`config.mk`:
```
export PLATFORM = sky130hd
export DESIGN_NAME = md_stall_ctrl
export DESIGN_NICKNAME = d
export VERILOG_FILES = /design/src/rtl/md_stall_ctrl_pkg.sv /design/src/rtl/md_shadow_cnt.sv /design/src/rtl/md_stall_ctrl.sv
export SDC_FILE = /design/constraint.sdc
export NUM_CORES = 1
export LEC_CHECK = 0
export CAP_MARGIN = 10
export CELL_PAD_IN_SITES_DETAIL_PLACEMENT = 1
export CELL_PAD_IN_SITES_GLOBAL_PLACEMENT = 1
export CORE_UTILIZATION = 35
export DETAILED_ROUTE_END_ITERATION = 16
export GPL_ROUTABILITY_DRIVEN = 0
export PLACE_DENSITY_LB_ADDON = 0.1
export SLEW_MARGIN = 20
export SYNTH_ARGS = -nofsm -noshare
export SYNTH_HDL_FRONTEND = slang
export SYNTH_SLANG_ARGS = --single-unit
```
`constraint.sdc`:
```
create_clock -name clk -period 3.3 [get_ports clk]
set_clock_uncertainty 0.1 [all_clocks]
set_input_delay 0.66 -clock clk [delete_from_list [all_inputs] [get_ports clk]]
set_output_delay 0.66 -clock clk [all_outputs]
set_load 0.05 [all_outputs]
```
`src/rtl/md_stall_ctrl_pkg.sv`:
```
// Shared MD-unit constants and shadow-state encoding.
// The MD unit and the stall controller both use these latencies.
package md_stall_ctrl_pkg;

  localparam int MULT_CYC = 5;
  localparam int DIV_CYC  = 10;
  localparam int CNT_W    = 4;

  typedef enum logic [1:0] {
    MD_IDLE = 2'd0,
    MD_MULT = 2'd1,
    MD_DIV  = 2'd2
  } md_state_t;

endpackage

```
`src/rtl/md_shadow_cnt.sv`:
```
// Load/decrement latency counter; done is high while cnt==1.
// Ports: clk, reset (sync, active-low), load, load_val -> cnt, done.
module md_shadow_cnt #(
  parameter int W = 4
) (
  input  logic         clk,
  input  logic         reset,
  input  logic         load,
  input  logic [W-1:0] load_val,
  output logic [W-1:0] cnt,
  output logic         done
);

  always_ff @(posedge clk) begin
    if (!reset) begin
      cnt <= '0;
    end else if (load) begin
      cnt <= load_val;
    end else if (cnt != '0) begin
      cnt <= cnt - W'(1);
    end
  end

  assign done = (cnt == W'(1));

endmodule

```
`src/rtl/md_stall_ctrl.sv`:
```
// D/E-boundary stall control shadowing the MD unit busy window.
// Ports: clk, reset, d_md_use, e_start, e_is_div, md_busy -> stall,
//   md_state, busy_exp, mismatch, restart_err, stall_cnt.
module md_stall_ctrl #(
  parameter int MULT_CYC = md_stall_ctrl_pkg::MULT_CYC,
  parameter int DIV_CYC  = md_stall_ctrl_pkg::DIV_CYC,
  parameter int CNT_W    = md_stall_ctrl_pkg::CNT_W
) (
  input  logic        clk,
  input  logic        reset,
  input  logic        d_md_use,
  input  logic        e_start,
  input  logic        e_is_div,
  input  logic        md_busy,
  output logic        stall,
  output logic [1:0]  md_state,
  output logic        busy_exp,
  output logic        mismatch,
  output logic        restart_err,
  output logic [31:0] stall_cnt
);
  import md_stall_ctrl_pkg::*;

  md_state_t        state_q;
  md_state_t        state_d;
  logic             load;
  logic [CNT_W-1:0] load_val;
  logic [CNT_W-1:0] cnt;
  logic             done;

  md_shadow_cnt #(
    .W(CNT_W)
  ) u_cnt (
    .clk      (clk),
    .reset    (reset),
    .load     (load),
    .load_val (load_val),
    .cnt      (cnt),
    .done     (done)
  );

  always_ff @(posedge clk) begin
    if (!reset) begin
      state_q <= MD_IDLE;
    end else begin
      state_q <= state_d;
    end
  end

  // A start while busy is ignored here, as the MD unit ignores it.
  always_comb begin
    state_d  = state_q;
    load     = 1'b0;
    load_val = '0;
    unique case (state_q)
      MD_IDLE: begin
        if (e_start) begin
          load = 1'b1;
          if (e_is_div) begin
            state_d  = MD_DIV;
            load_val = CNT_W'(DIV_CYC);
          end else begin
            state_d  = MD_MULT;
            load_val = CNT_W'(MULT_CYC);
          end
        end
      end
      MD_MULT, MD_DIV: begin
        if (done) state_d = MD_IDLE;
      end
      default: state_d = MD_IDLE;
    endcase
  end

  assign md_state = state_q;
  assign busy_exp = (state_q != MD_IDLE);
  assign stall    = d_md_use & (e_start | busy_exp);

  always_ff @(posedge clk) begin
    if (!reset) begin
      mismatch    <= 1'b0;
      restart_err <= 1'b0;
      stall_cnt   <= '0;
    end else begin
      if (md_busy != busy_exp) mismatch <= 1'b1;
      if (e_start && busy_exp) restart_err <= 1'b1;
      if (stall && (stall_cnt != '1)) begin
        stall_cnt <= stall_cnt + 32'd1;
      end
    end
  end

endmodule

```
# == Word level (Yosys, flattened, before mapping) ==
# Index checks and enable logic that the tools add are counted.
# totals
elab_cells,35
inputBits,6
regBits,40
output_inout_bits,38
# op_classes
bitwise_logic,2
eq_ne,7
muxes,11
add_sub_neg,2
reduce_logical,8
# ops
operator,n
$add 32x1->32 const B,1
$ne 32x32->1 const B,1
$mux 4,5
$mux 2,3
$eq 4x1->1 const B,1
$ne 2x2->1 const B,2
$pmux 2 s2,1
$reduce_bool 2->1,2
$reduce_bool 4->1,1
$sub 4x1->4 const B,1
$eq 2x1->1 const B,1
$eq 2x2->1 const B,1
$logic_and 1x1->1,2
$logic_not 2->1,1
$mux 1,2
$reduce_and 2->1,1
$reduce_or 2->1,1
$and 1x1->1,1
$ne 1x1->1,1
$or 1x1->1,1

# == Longest topological paths before layout ==
# Gate-level depths: netlist (run 1).
# logic_depth
ltp_word,4
mapped_depth,8
mapped_depth_nobuf,7

# == Hierarchy ==
# A second synthesis (run 1) with hierarchy kept.
# unflattened
hier_cells,257
area_unflattened_um2,2093.3
# by_module_without_submodules
mod,seq_area_each_um2,cells_per_inst,area_per_inst_um2,n_inst
md_stall_ctrl,720.7,230,1841.8,1
md_shadow_cnt,80.1,27,251.5,1

# == Least setup slack after synthesis (run 1) ==
# No wires, ideal clock.
# synth_path
path_kind,reg-to-reg
start,reg state_q[0] (netlist: md_state[0])
end,reg stall_cnt[7]
setup_time_ns,0.115
required_ns,3.085
setup_slack_ns,0.649
synth_period_minus_slack_ns,2.651
t_arrival_ns,2.437
n_path_buf,1
stages_incl_launch_ff,9
path_cell_list,dfxtp_1 > inv_1 > ha_1 > nand2b_1 > and2_1 > a21bo_2 > buf_2 > o31a_1 > o21a_1
# synth_via
elab_chain_cells,4
# synth_lines
element,line_no,rtl
"start, declared",md_stall_ctrl.sv:24,md_state_t state_q;
"start signal, assigned",md_stall_ctrl.sv:46,state_q <= state_d;
$reduce_bool 2->1,md_stall_ctrl.sv:76,assign busy_exp = (state_q != MD_IDLE);
$or 1x1->1,md_stall_ctrl.sv:77,assign stall = d_md_use & (e_start | busy_exp);
$and 1x1->1,md_stall_ctrl.sv:77,
via stall,md_stall_ctrl.sv:15,"output logic stall,"
$logic_and 1x1->1,md_stall_ctrl.sv:87,if (stall && (stall_cnt != '1)) begin
"end signal, assigned",md_stall_ctrl.sv:88,stall_cnt <= stall_cnt + 32'd1;
"end, declared",md_stall_ctrl.sv:20,output logic [31:0] stall_cnt
# The timed path passes the listed nets, and every way through them passes these cells.
# A chain may end at the register's enable or synchronous reset.

# == Final worst setup path (run 1) ==
# layout_path
start,reg state_q[0] (netlist: md_state[0])
end,out busy_exp
# layout_via
elab_chain_cells,1
# layout_lines
element,line_no,rtl
$reduce_bool 2->1,md_stall_ctrl.sv:76,
"end, declared",md_stall_ctrl.sv:17,"output logic busy_exp,"
# Every way passes these cells.

==> results of run 1 <==
cell usage after synthesis, types with 3 or more instances:
library cell	number	area (sq um)
mux2i_1	4	40.0
or4_1	15	113
nor2_1	21	78.8
clkbuf_1	6	22.5
and4_1	4	35.0
and3_1	5	31.3
o21ai_0	7	35.0
or3_1	4	25.0
nand2b_1	5	31.3
buf_2	3	15.0
xnor2_1	7	61.3
dfxtp_1	40	801
o31ai_1	13	97.6
nand2_1	20	75.1
nand3_1	15	75.1
a21oi_1	21	105
nand4_1	8	50.1
xor2_1	3	26.3
inv_1	9	33.8
ha_1	5	62.6
a31oi_1	5	31.3
stage by stage:
stage                     hold slack (ns)  setup WS, ns  total power, W  std cells
after floorplan                     0.504         0.649        0.000668        249
after global placement              0.361         0.596        0.000720        358
after detailed placement            0.364         0.533        0.000723        358
after CTS                           0.390         0.654         0.00107        366
after global routing                0.419         0.599         0.00111        366
final                               0.379         0.682         0.00106        366
worst min-delay path, cell delays in order, from the launching register on:
cell and delay, ns:
dfxtp_1 0.34, nor2_1 0.05, nor2_1 0.07
state kept, by name, summed over array words and instances (netlist names):
name         flops
restart_err      1
u_cnt.cnt        4
mismatch         1
stall_cnt       32
md_state         2
cell type report:
class                           instances  area share, %
Clock buffer                            8           3.34
Sequential cell                        40           29.7
Inverter                                9           1.25
Timing Repair Buffer                   47           17.0
Multi-Input combinational cell        190           45.4
Tap cell                               72           3.34
per-layer routing:
metal | vias up | track usage [%]
li1 | 1019 | -
met1 | 983 | 24.6
met2 | 34 | 32.6
met3 | 5 | 3.54
met4 | 0 | 6.18
met5 | - | 0
worst max-delay path by stage:
stage | end | slack, ns | cells after the start
2_1_floorplan | stall_cnt[7]$_SDFFE_PN0P_ | 0.65 | 8
3_3_place_gp | stall_cnt[11]$_SDFFE_PN0P_ | 0.60 | 6
3_5_place_dp | stall_cnt[25]$_SDFFE_PN0P_ | 0.53 | 6
4_1_cts | busy_exp | 0.65 | 4
5_1_grt | busy_exp | 0.60 | 4
6_report | busy_exp | 0.68 | 4
power by group through the flow:
| stage | Combinational (W) | Sequential, W | Clock [W] |
|---|---|---|---|
| floorplan | 0.000116 | 0.000552 | 0 |
| global placement | 0.000192 | 0.000529 | 0 |
| detailed placement | 0.000195 | 0.000528 | 0 |
| CTS | 0.000197 | 0.000517 | 0.000358 |
| global route | 0.000216 | 0.000520 | 0.000374 |
| finish | 0.000194 | 0.000517 | 0.000347 |
cell families after synthesis:
logic type      after synthesis  share of synthesized area [%]
flops                        40                           38.0
mux                           4                           1.90
buf+inv                      19                           3.91
simple gates                115                           32.3
compound gates               56                           16.8
xor+xnor                     10                           4.15
fa+ha+maj                     5                           2.97
==> flow_summary_export.csv, run 1 <==
group,metric,value,unit
floorplanning,dieArea,6340,sq um
yosys,synth.distinct_cells,42,
placed_design,dpl-instance-area,2610,sq um
power,switchingPower,0.000312,W
setup_path,cpLargestDelayFamily,"buffers and inverters",
route,vias,2041,
yosys,avgSynthCellArea,8.47,sq um
floorplanning,rows,27,
power,p_comb_share,18.3,%
worst_hold_path,hp-start,"mismatch$_SDFFE_PN0P_",
final_layout,fin_area,2700,sq um
power,clkPwrFrac,32.8,%
final_layout,multiInputGateArea,1230,sq um
setup_path,cp-startpoint,"md_state[0]$_SDFFE_PN0P_",
setup_path,path_class,"flip-flop to primary output",
yosys,yosysSeqAreaShare,38.0,%
final_layout,nFillCells,669,
power,power-per-cell-area,392,nW/um^2
power,power.sequential.fraction,48.9,%
power,max-vdd-ir-drop,0.205,mV
setup_path,reg2reg_to,"stall_cnt[30]$_SDFFE_PN0P_",
grt,antenna_found_initial,0,
route,routed_wl,5620,um
route,routed.top_layer,"met4",
setup_path,crit_fanout,5,
worst_hold_path,min_path_type,"flip-flop to flip-flop",
final_layout,mostFrequentLayoutCells,"clkdlybuf4s50_1, dfxtp_1, nor2_1, a21oi_1, nand2_1",
run_status,outcome,"finished clean",
yosys,synthCells,249,
timing,finalSetupTns,0,ns
timing,rsz0062_at_grt,"no",
clock_tree,postCtsHoldBufs,0,
setup_path,worst_path_most_repeated_cell,"inv_1",
timing,period_minus_slack,2.62,ns
power,p_sw_share,29.5,%
placed_design,place_hpwl,4060,um
route,drt_iter0_markers,57,
route,wl_met3,171,um
final_layout,final_util,47.8,%
yosys,synth_edf_count,0,
timing,fmax,382,MHz
route,met1Wirelength,2700,um
grt,grt_pass1_wl,9700,um
grt,grt_usage,19.3,%
yosys,ys_async_sr_fraction,0,%
setup_path,arrival,1.86,ns
yosys,netlist_area,2110,sq um
route,wl_per_cell,15.3,um
yosys,synth_seq_cells,40,
clock_tree,htree_levels,2,
timing,relSlewSlack,58.5,%
flow_run,maxCapViolCount,0,
setup_path,critPathBufInv,3,
grt,grt_pass1_vias,2036,
clock_tree,ctsResizeCount,0,
power,internal_power,0.000746,W
clock_tree,insertion_delay,0.30,ns
setup_path,reg2reg_from,"stall_cnt[2]$_SDFFE_PN0P_",
grt,grt-ovfl-total,0,
clock_tree,clockBufferDepth,2,
final_layout,nets,304,
final_layout,drive_gt1_share,7.82,%
setup_path,cp_slowest_cell,"clkdlybuf4s50_1",
timing,drv_slew,0,
clock_tree,tritoncts,"built",
power,p_leak,0.886,nW
clock_tree,cts-root-buf,"clkbuf_8",
floorplanning,start_util,37.4,%
worst_hold_path,hold_depth,2,
timing,finalHoldViolCount,0,
setup_path,critPathRequiredTime,2.54,ns
final_layout,layout.cells.most_common,"clkdlybuf4s50_1",
timing,post-route-period-util,79.3,%
route,met2_length,2680,um
clock_tree,post_cts_buffers,0,
floorplanning,die_h,79.6,um
setup_path,ff2ff_path_depth,5,
yosys,syn_nets,260,
clock_tree,cts_buffers,5,
route,drc,0,
final_layout,syn_to_final_growth,27.9,%
yosys,synth_warnings,0,
floorplanning,core_region_area,5640,sq um
timing,worst-slew-pin-transition,0.623,ns
placed_design,io_buffer_count,43,
setup_path,cp-end-kind,"primary output",
setup_path,ff2ff_setup_slack,1.05,ns
worst_hold_path,whs_endpoint,"mismatch$_SDFFE_PN0P_",
timing,setup_viol_count_final,0,
yosys,ys.flop_type,"dfxtp_1",
grt,grt_max_degree,18,
route,drtAntennaViolNets,0,
route,viasPerCell,5.58,
clock_tree,numClockSinks,40,
setup_path,slowest_delay,0.80,ns
floorplanning,io_pins,44,
setup_path,startpoint_type,"flip-flop",
floorplanning,die_w,79.6,um
final_layout,antennaDiodeCount,0,
final_layout,seq_area,801,sq um
clock_tree,clk_pin_slew,0.08,ns
route,firstDrtPassIters,4,
setup_path,path_cells,"inv_1, ha_1, inv_1, clkdlybuf4s50_1",
No activity file was read; power rests on OpenSTA's default activity.
==> inputs of run 2 (changes only) <==
--- a/config.mk
+++ b/config.mk
@@ -8,7 +8,7 @@
 export CAP_MARGIN = 10
 export CELL_PAD_IN_SITES_DETAIL_PLACEMENT = 1
 export CELL_PAD_IN_SITES_GLOBAL_PLACEMENT = 1
-export CORE_UTILIZATION = 35
+export CORE_UTILIZATION = 34
 export DETAILED_ROUTE_END_ITERATION = 16
 export GPL_ROUTABILITY_DRIVEN = 0
 export PLACE_DENSITY_LB_ADDON = 0.1
==> constraint.sdc (replaced) <==
create_clock -name clk -period 2.35 [get_ports clk]
set_clock_uncertainty 0.1 [all_clocks]
set_input_delay 0.47 -clock clk [delete_from_list [all_inputs] [get_ports clk]]
set_output_delay 0.47 -clock clk [all_outputs]
set_load 0.05 [all_outputs]
==> flow_summary_export.csv, run 2 (synthesized netlist as in run 1, its figures left out) <==
group,metric,value,unit
power,p_total,0.00151,W
placed_design,place_hpwl,4280,um
setup_path,ff2ff_path_depth,5,
floorplanning,io_pins,44,
power,p_leak,0.974,nW
setup_path,crit_fanout,10,
placed_design,place_ws,-0.161,ns
timing,period_minus_slack,2.25,ns
clock_tree,cts_buffers,5,
floorplanning,die_h,80.8,um
setup_path,cp-end-kind,"primary output",
timing,post-route-period-util,95.6,%
grt,grtUsageMet1,23.3,%
grt,grt_max_degree,19,
final_layout,final_util,47.6,%
final_layout,regMostFlops,"stall_cnt",
floorplanning,start_util,35.4,%
grt,top_usage_layer,"met2",
setup_path,cpLargestDelayFamily,"buffers and inverters",
clock_tree,postCtsHoldBufs,0,
setup_path,slowest_delay,0.87,ns
setup_path,critPathRequiredTime,1.78,ns
route,wl_per_cell,15.3,um
floorplanning,dieArea,6520,sq um
final_layout,nFillCells,734,
setup_path,arrival,1.68,ns
route,drtAntennaViolNets,0,
timing,worst_slack,0.103,ns
final_layout,syn_to_final_growth,34.5,%
clock_tree,clockBufferDepth,2,
timing,rsz0062_at_grt,"no",
setup_path,reg2reg_to,"stall_cnt[30]$_SDFFE_PN0P_",
final_layout,layout.cells.most_common,"clkdlybuf4s50_1",
clock_tree,numClockSinks,40,
route,vias,2107,
timing,fin_hold_ws,0.368,ns
clock_tree,post_cts_buffers,0,
route,viasPerCell,5.50,
clock_tree,insertion_delay,0.29,ns
setup_path,reg2reg_from,"stall_cnt[5]$_SDFFE_PN0P_",
timing,drv_slew,0,
clock_tree,ctsResizeCount,0,
grt,grt.met3_usage,3.60,%
grt,grt_pass1_vias,2072,
flow_run,maxCapViolCount,0,
setup_path,path_cells,"clkdlybuf4s50_1",
placed_design,io_buffer_count,43,
clock_tree,clk_pin_slew,0.08,ns
setup_path,path_depth,1,
final_layout,nets,319,
clock_tree,cts-root-buf,"clkbuf_8",
timing,setup_viol_count_final,0,
route,firstDrtPassIters,4,
timing,finalSetupTns,0,ns
timing,fmax,445,MHz
setup_path,cp-startpoint,"stall_cnt[23]$_SDFFE_PN0P_",
worst_hold_path,min_path_type,"flip-flop to flip-flop",
grt,grt_usage,19.5,%
grt,antenna_found_initial,0,
floorplanning,core_region_area,5960,sq um
floorplanning,die_w,80.8,um
setup_path,cp_slowest_cell,"clkdlybuf4s50_1",
final_layout,drive_gt1_share,14.3,%
timing,relSlewSlack,65.8,%
clock_tree,htree_levels,2,
grt,grt-ovfl-total,0,
power,power-per-cell-area,534,nW/um^2
final_layout,mostFrequentLayoutCells,"clkdlybuf4s50_1, dfxtp_1, nor2_1, a21oi_1",
route,routed_wl,5840,um
timing,worst-slew-pin-transition,0.511,ns
route,drt_iter0_markers,44,
route,drc,0,
grt,grt_pass1_wl,9770,um
floorplanning,rows,28,
setup_path,critPathCapture,"stall_cnt[23]",
grt,grt.met2_usage,34.2,%
setup_path,path_class,"flip-flop to primary output",
run_status,outcome,"finished clean",
setup_path,startpoint_type,"flip-flop",
power,max-vdd-ir-drop,0.274,mV
final_layout,largest_register_ffs,32,
final_layout,antennaDiodeCount,0,
clock_tree,tritoncts,"built",
timing,finalHoldViolCount,0,
setup_path,ff2ff_setup_slack,0.15,ns
setup_path,critPathBufInv,1,
run 2: cell types whose count changed in the layout (fill, tap and decap cells not counted):
cell and delta:
dfxtp_2 +2, buf_4 +15, and2_2 +1, clkbuf_8 +1, clkbuf_1 -2, clkdlybuf4s50_1 -1, dfxtp_1 -2, buf_12 +1
and4_1 -1, and4_2 +1, and2_1 -1
run 2: cell type report:
class | count | area, sq um | share of cell area, %
multi-input cells | 190 | 1230 | 43.3
well taps | 75 | 93.8 | 3.31
flip-flops and latches | 40 | 803 | 28.3
clock buffers | 7 | 96.3 | 3.40
repair buffers | 62 | 581 | 20.5
inverters | 9 | 33.8 | 1.19
run 2: power by group:
group          total (W)  internal (W)  switching (W)
registers       0.000727      0.000705      0.0000226
logic           0.000286      0.000113       0.000173
clock network   0.000500      0.000262       0.000239
total            0.00151       0.00108       0.000434
run 2: metrics by stage:
step                instances  cell area [sq um]
floorplan                 249               2110
global placement          376               2740
detailed placement        376               2740
CTS                       383               2840
global route              383               2840
finish                    383               2840
run 2: metal layers:
layer | wire length, um | part of all wire, %
met5 | 0 | 0
met4 | 114 | 2.0
met3 | 198 | 3.4
met2 | 2830 | 48
met1 | 2700 | 46
run 2: worst min-delay path by stage:
stage | to | depth (start not counted) | startpoint
finish | mismatch$_SDFFE_PN0P_ | 2 | mismatch$_SDFFE_PN0P_
global route | restart_err$_SDFFE_PN0P_ | 2 | restart_err$_SDFFE_PN0P_
CTS | mismatch$_SDFFE_PN0P_ | 2 | mismatch$_SDFFE_PN0P_
detailed placement | mismatch$_SDFFE_PN0P_ | 2 | mismatch$_SDFFE_PN0P_
global placement | mismatch$_SDFFE_PN0P_ | 2 | mismatch$_SDFFE_PN0P_
floorplan | u_cnt.cnt[1]$_SDFFE_PN0P_ | 4 | u_cnt.cnt[1]$_SDFFE_PN0P_
==> inputs of run 3 (changes only) <==
--- a/config.mk
+++ b/config.mk
@@ -11,7 +11,7 @@
 export CORE_UTILIZATION = 34
 export DETAILED_ROUTE_END_ITERATION = 16
 export GPL_ROUTABILITY_DRIVEN = 0
-export PLACE_DENSITY_LB_ADDON = 0.1
+export PLACE_DENSITY = 0.78
 export SLEW_MARGIN = 20
 export SYNTH_ARGS = -nofsm -noshare
 export SYNTH_HDL_FRONTEND = slang
==> flow_summary_export.csv, run 3 (synthesized netlist as in run 1, its figures left out) <==
group,metric,value,unit
clock_tree,tritoncts,"built",
route,wl_per_cell,15.7,um
final_layout,antennaDiodeCount,0,
placed_design,placed_cells,375,
route,drt_iter0_markers,131,
setup_path,critPathRequiredTime,1.78,ns
flow_run,maxCapViolCount,0,
setup_path,path_class,"flip-flop to primary output",
route,routed_wl,6030,um
worst_hold_path,min_path_type,"flip-flop to flip-flop",
final_layout,largest_register_ffs,32,
floorplanning,dieArea,6520,sq um
timing,finalHoldViolCount,0,
final_layout,mostFrequentLayoutCells,"clkdlybuf4s50_1, dfxtp_1, nor2_1, a21oi_1, nand2_1",
route,firstDrtPassIters,4,
final_layout,multiInputGateArea,1230,sq um
route,wl_met3,254,um
setup_path,cp-end-kind,"primary output",
timing,post-route-period-util,97.3,%
setup_path,startpoint_type,"flip-flop",
clock_tree,postCtsHoldBufs,0,
grt,grt_pass1_wl,9990,um
timing,rsz0062_at_grt,"no",
setup_path,critPathCapture,"stall_cnt[23]",
clock_tree,cts_buffers,5,
power,p_leak,0.969,nW
clock_tree,cts-root-buf,"clkbuf_8",
power,p_total,0.00150,W
setup_path,reg2reg_to,"stall_cnt[30]$_SDFFE_PN0P_",
run_status,outcome,"finished clean",
final_layout,regMostFlops,"stall_cnt",
floorplanning,rows,28,
clock_tree,insertion_delay,0.29,ns
final_layout,seq_area,803,sq um
clock_tree,clk_pin_slew,0.08,ns
grt,grt_usage,19.9,%
floorplanning,core_region_area,5960,sq um
setup_path,critPathBufInv,1,
route,drc,0,
timing,drv_slew,0,
clock_tree,post_cts_buffers,0,
route,routed.top_layer,"met4",
clock_tree,htree_levels,2,
setup_path,path_cells,"clkdlybuf4s50_1",
setup_path,reg2reg_from,"stall_cnt[5]$_SDFFE_PN0P_",
route,viasPerCell,5.63,
setup_path,cpLargestDelayFamily,"buffers and inverters",
setup_path,ff2ff_setup_slack,0.13,ns
clock_tree,numClockSinks,40,
timing,worst-slew-pin-transition,0.522,ns
placed_design,place_hpwl,4310,um
setup_path,cp_slowest_cell,"clkdlybuf4s50_1",
floorplanning,die_h,80.8,um
placed_design,io_buffer_count,43,
route,drtAntennaViolNets,0,
final_layout,nets,318,
grt,antenna_found_initial,0,
timing,fmax,437,MHz
timing,relSlewSlack,65.1,%
setup_path,crit_fanout,10,
setup_path,slowest_delay,0.88,ns
power,power-per-cell-area,532,nW/um^2
floorplanning,io_pins,44,
timing,period_minus_slack,2.29,ns
floorplanning,start_util,35.4,%
setup_path,cp-startpoint,"stall_cnt[23]$_SDFFE_PN0P_",
grt,grt-ovfl-total,0,
final_layout,nFillCells,729,
final_layout,layout.cells.most_common,"clkdlybuf4s50_1",
route,met1Wirelength,2860,um
route,met2_length,2780,um
grt,grt_max_degree,34,
setup_path,path_depth,1,
floorplanning,die_w,80.8,um
final_layout,fin_cells,383,
final_layout,drive_gt1_share,14.3,%
final_layout,syn_to_final_growth,34.0,%
power,max-vdd-ir-drop,0.252,mV
grt,grt_pass1_vias,2093,
setup_path,ff2ff_path_depth,5,
clock_tree,clockBufferDepth,2,
setup_path,arrival,1.72,ns
route,vias,2157,
timing,setup_viol_count_final,0,
run 3: where the power goes:
part	total [W]	switching, W	internal, W
clock	0.000485	0.000250	0.000235
sequential	0.000722	0.0000179	0.000705
combinational	0.000297	0.000182	0.000115
total	0.00150	0.000450	0.00105
run 3: through the flow:
stage | TNS (ns) | util (%) | setup WS, ns | cell area (sq um) | hold slack, ns
finish | 0 | 47.5 | 0.0642 | 2830 | 0.369
global route | 0 | 47.5 | 0.00864 | 2830 | 0.386
CTS | 0 | 47.4 | 0.0656 | 2820 | 0.377
detailed placement | -1.87 | 45.9 | -0.189 | 2730 | 0.358
global placement | -0.806 | 45.9 | -0.0988 | 2730 | 0.347
floorplan | 0 | - | 0.0246 | 2110 | 0.504
run 3: timing repair:
action                     in CTS  in global routing
resized for setup               0                  2
setup endpoints to repair       0                  3
hold endpoints to repair        0                  0
run 3: cell type report:
class | count | share of cell area, %
sequential | 40 | 28.4
clock buffer | 6 | 2.92
clock inverter | 2 | 0.354
timing repair buffer | 61 | 20.3
inverter | 9 | 1.20
multi-input combinational | 190 | 43.5
tap | 75 | 3.32
run 3: worst min-delay path by stage:
stage | startpoint | to | slack, ns | depth (start not counted)
global route | restart_err$_SDFFE_PN0P_ | restart_err$_SDFFE_PN0P_ | 0.39 | 2
global placement | mismatch$_SDFFE_PN0P_ | mismatch$_SDFFE_PN0P_ | 0.35 | 2
finish | restart_err$_SDFFE_PN0P_ | restart_err$_SDFFE_PN0P_ | 0.37 | 2
CTS | restart_err$_SDFFE_PN0P_ | restart_err$_SDFFE_PN0P_ | 0.38 | 2
detailed placement | restart_err$_SDFFE_PN0P_ | restart_err$_SDFFE_PN0P_ | 0.36 | 2
floorplan | u_cnt.cnt[1]$_SDFFE_PN0P_ | u_cnt.cnt[1]$_SDFFE_PN0P_ | 0.50 | 4
run 3: per-layer routing:
layer / GRT usage (%) / vias up
met4: 8.93 / 0
met2: 31.8 / 53
li1: - / 1046
met3: 4.27 / 13
met1: 25.7 / 1045
met5: 0 / -
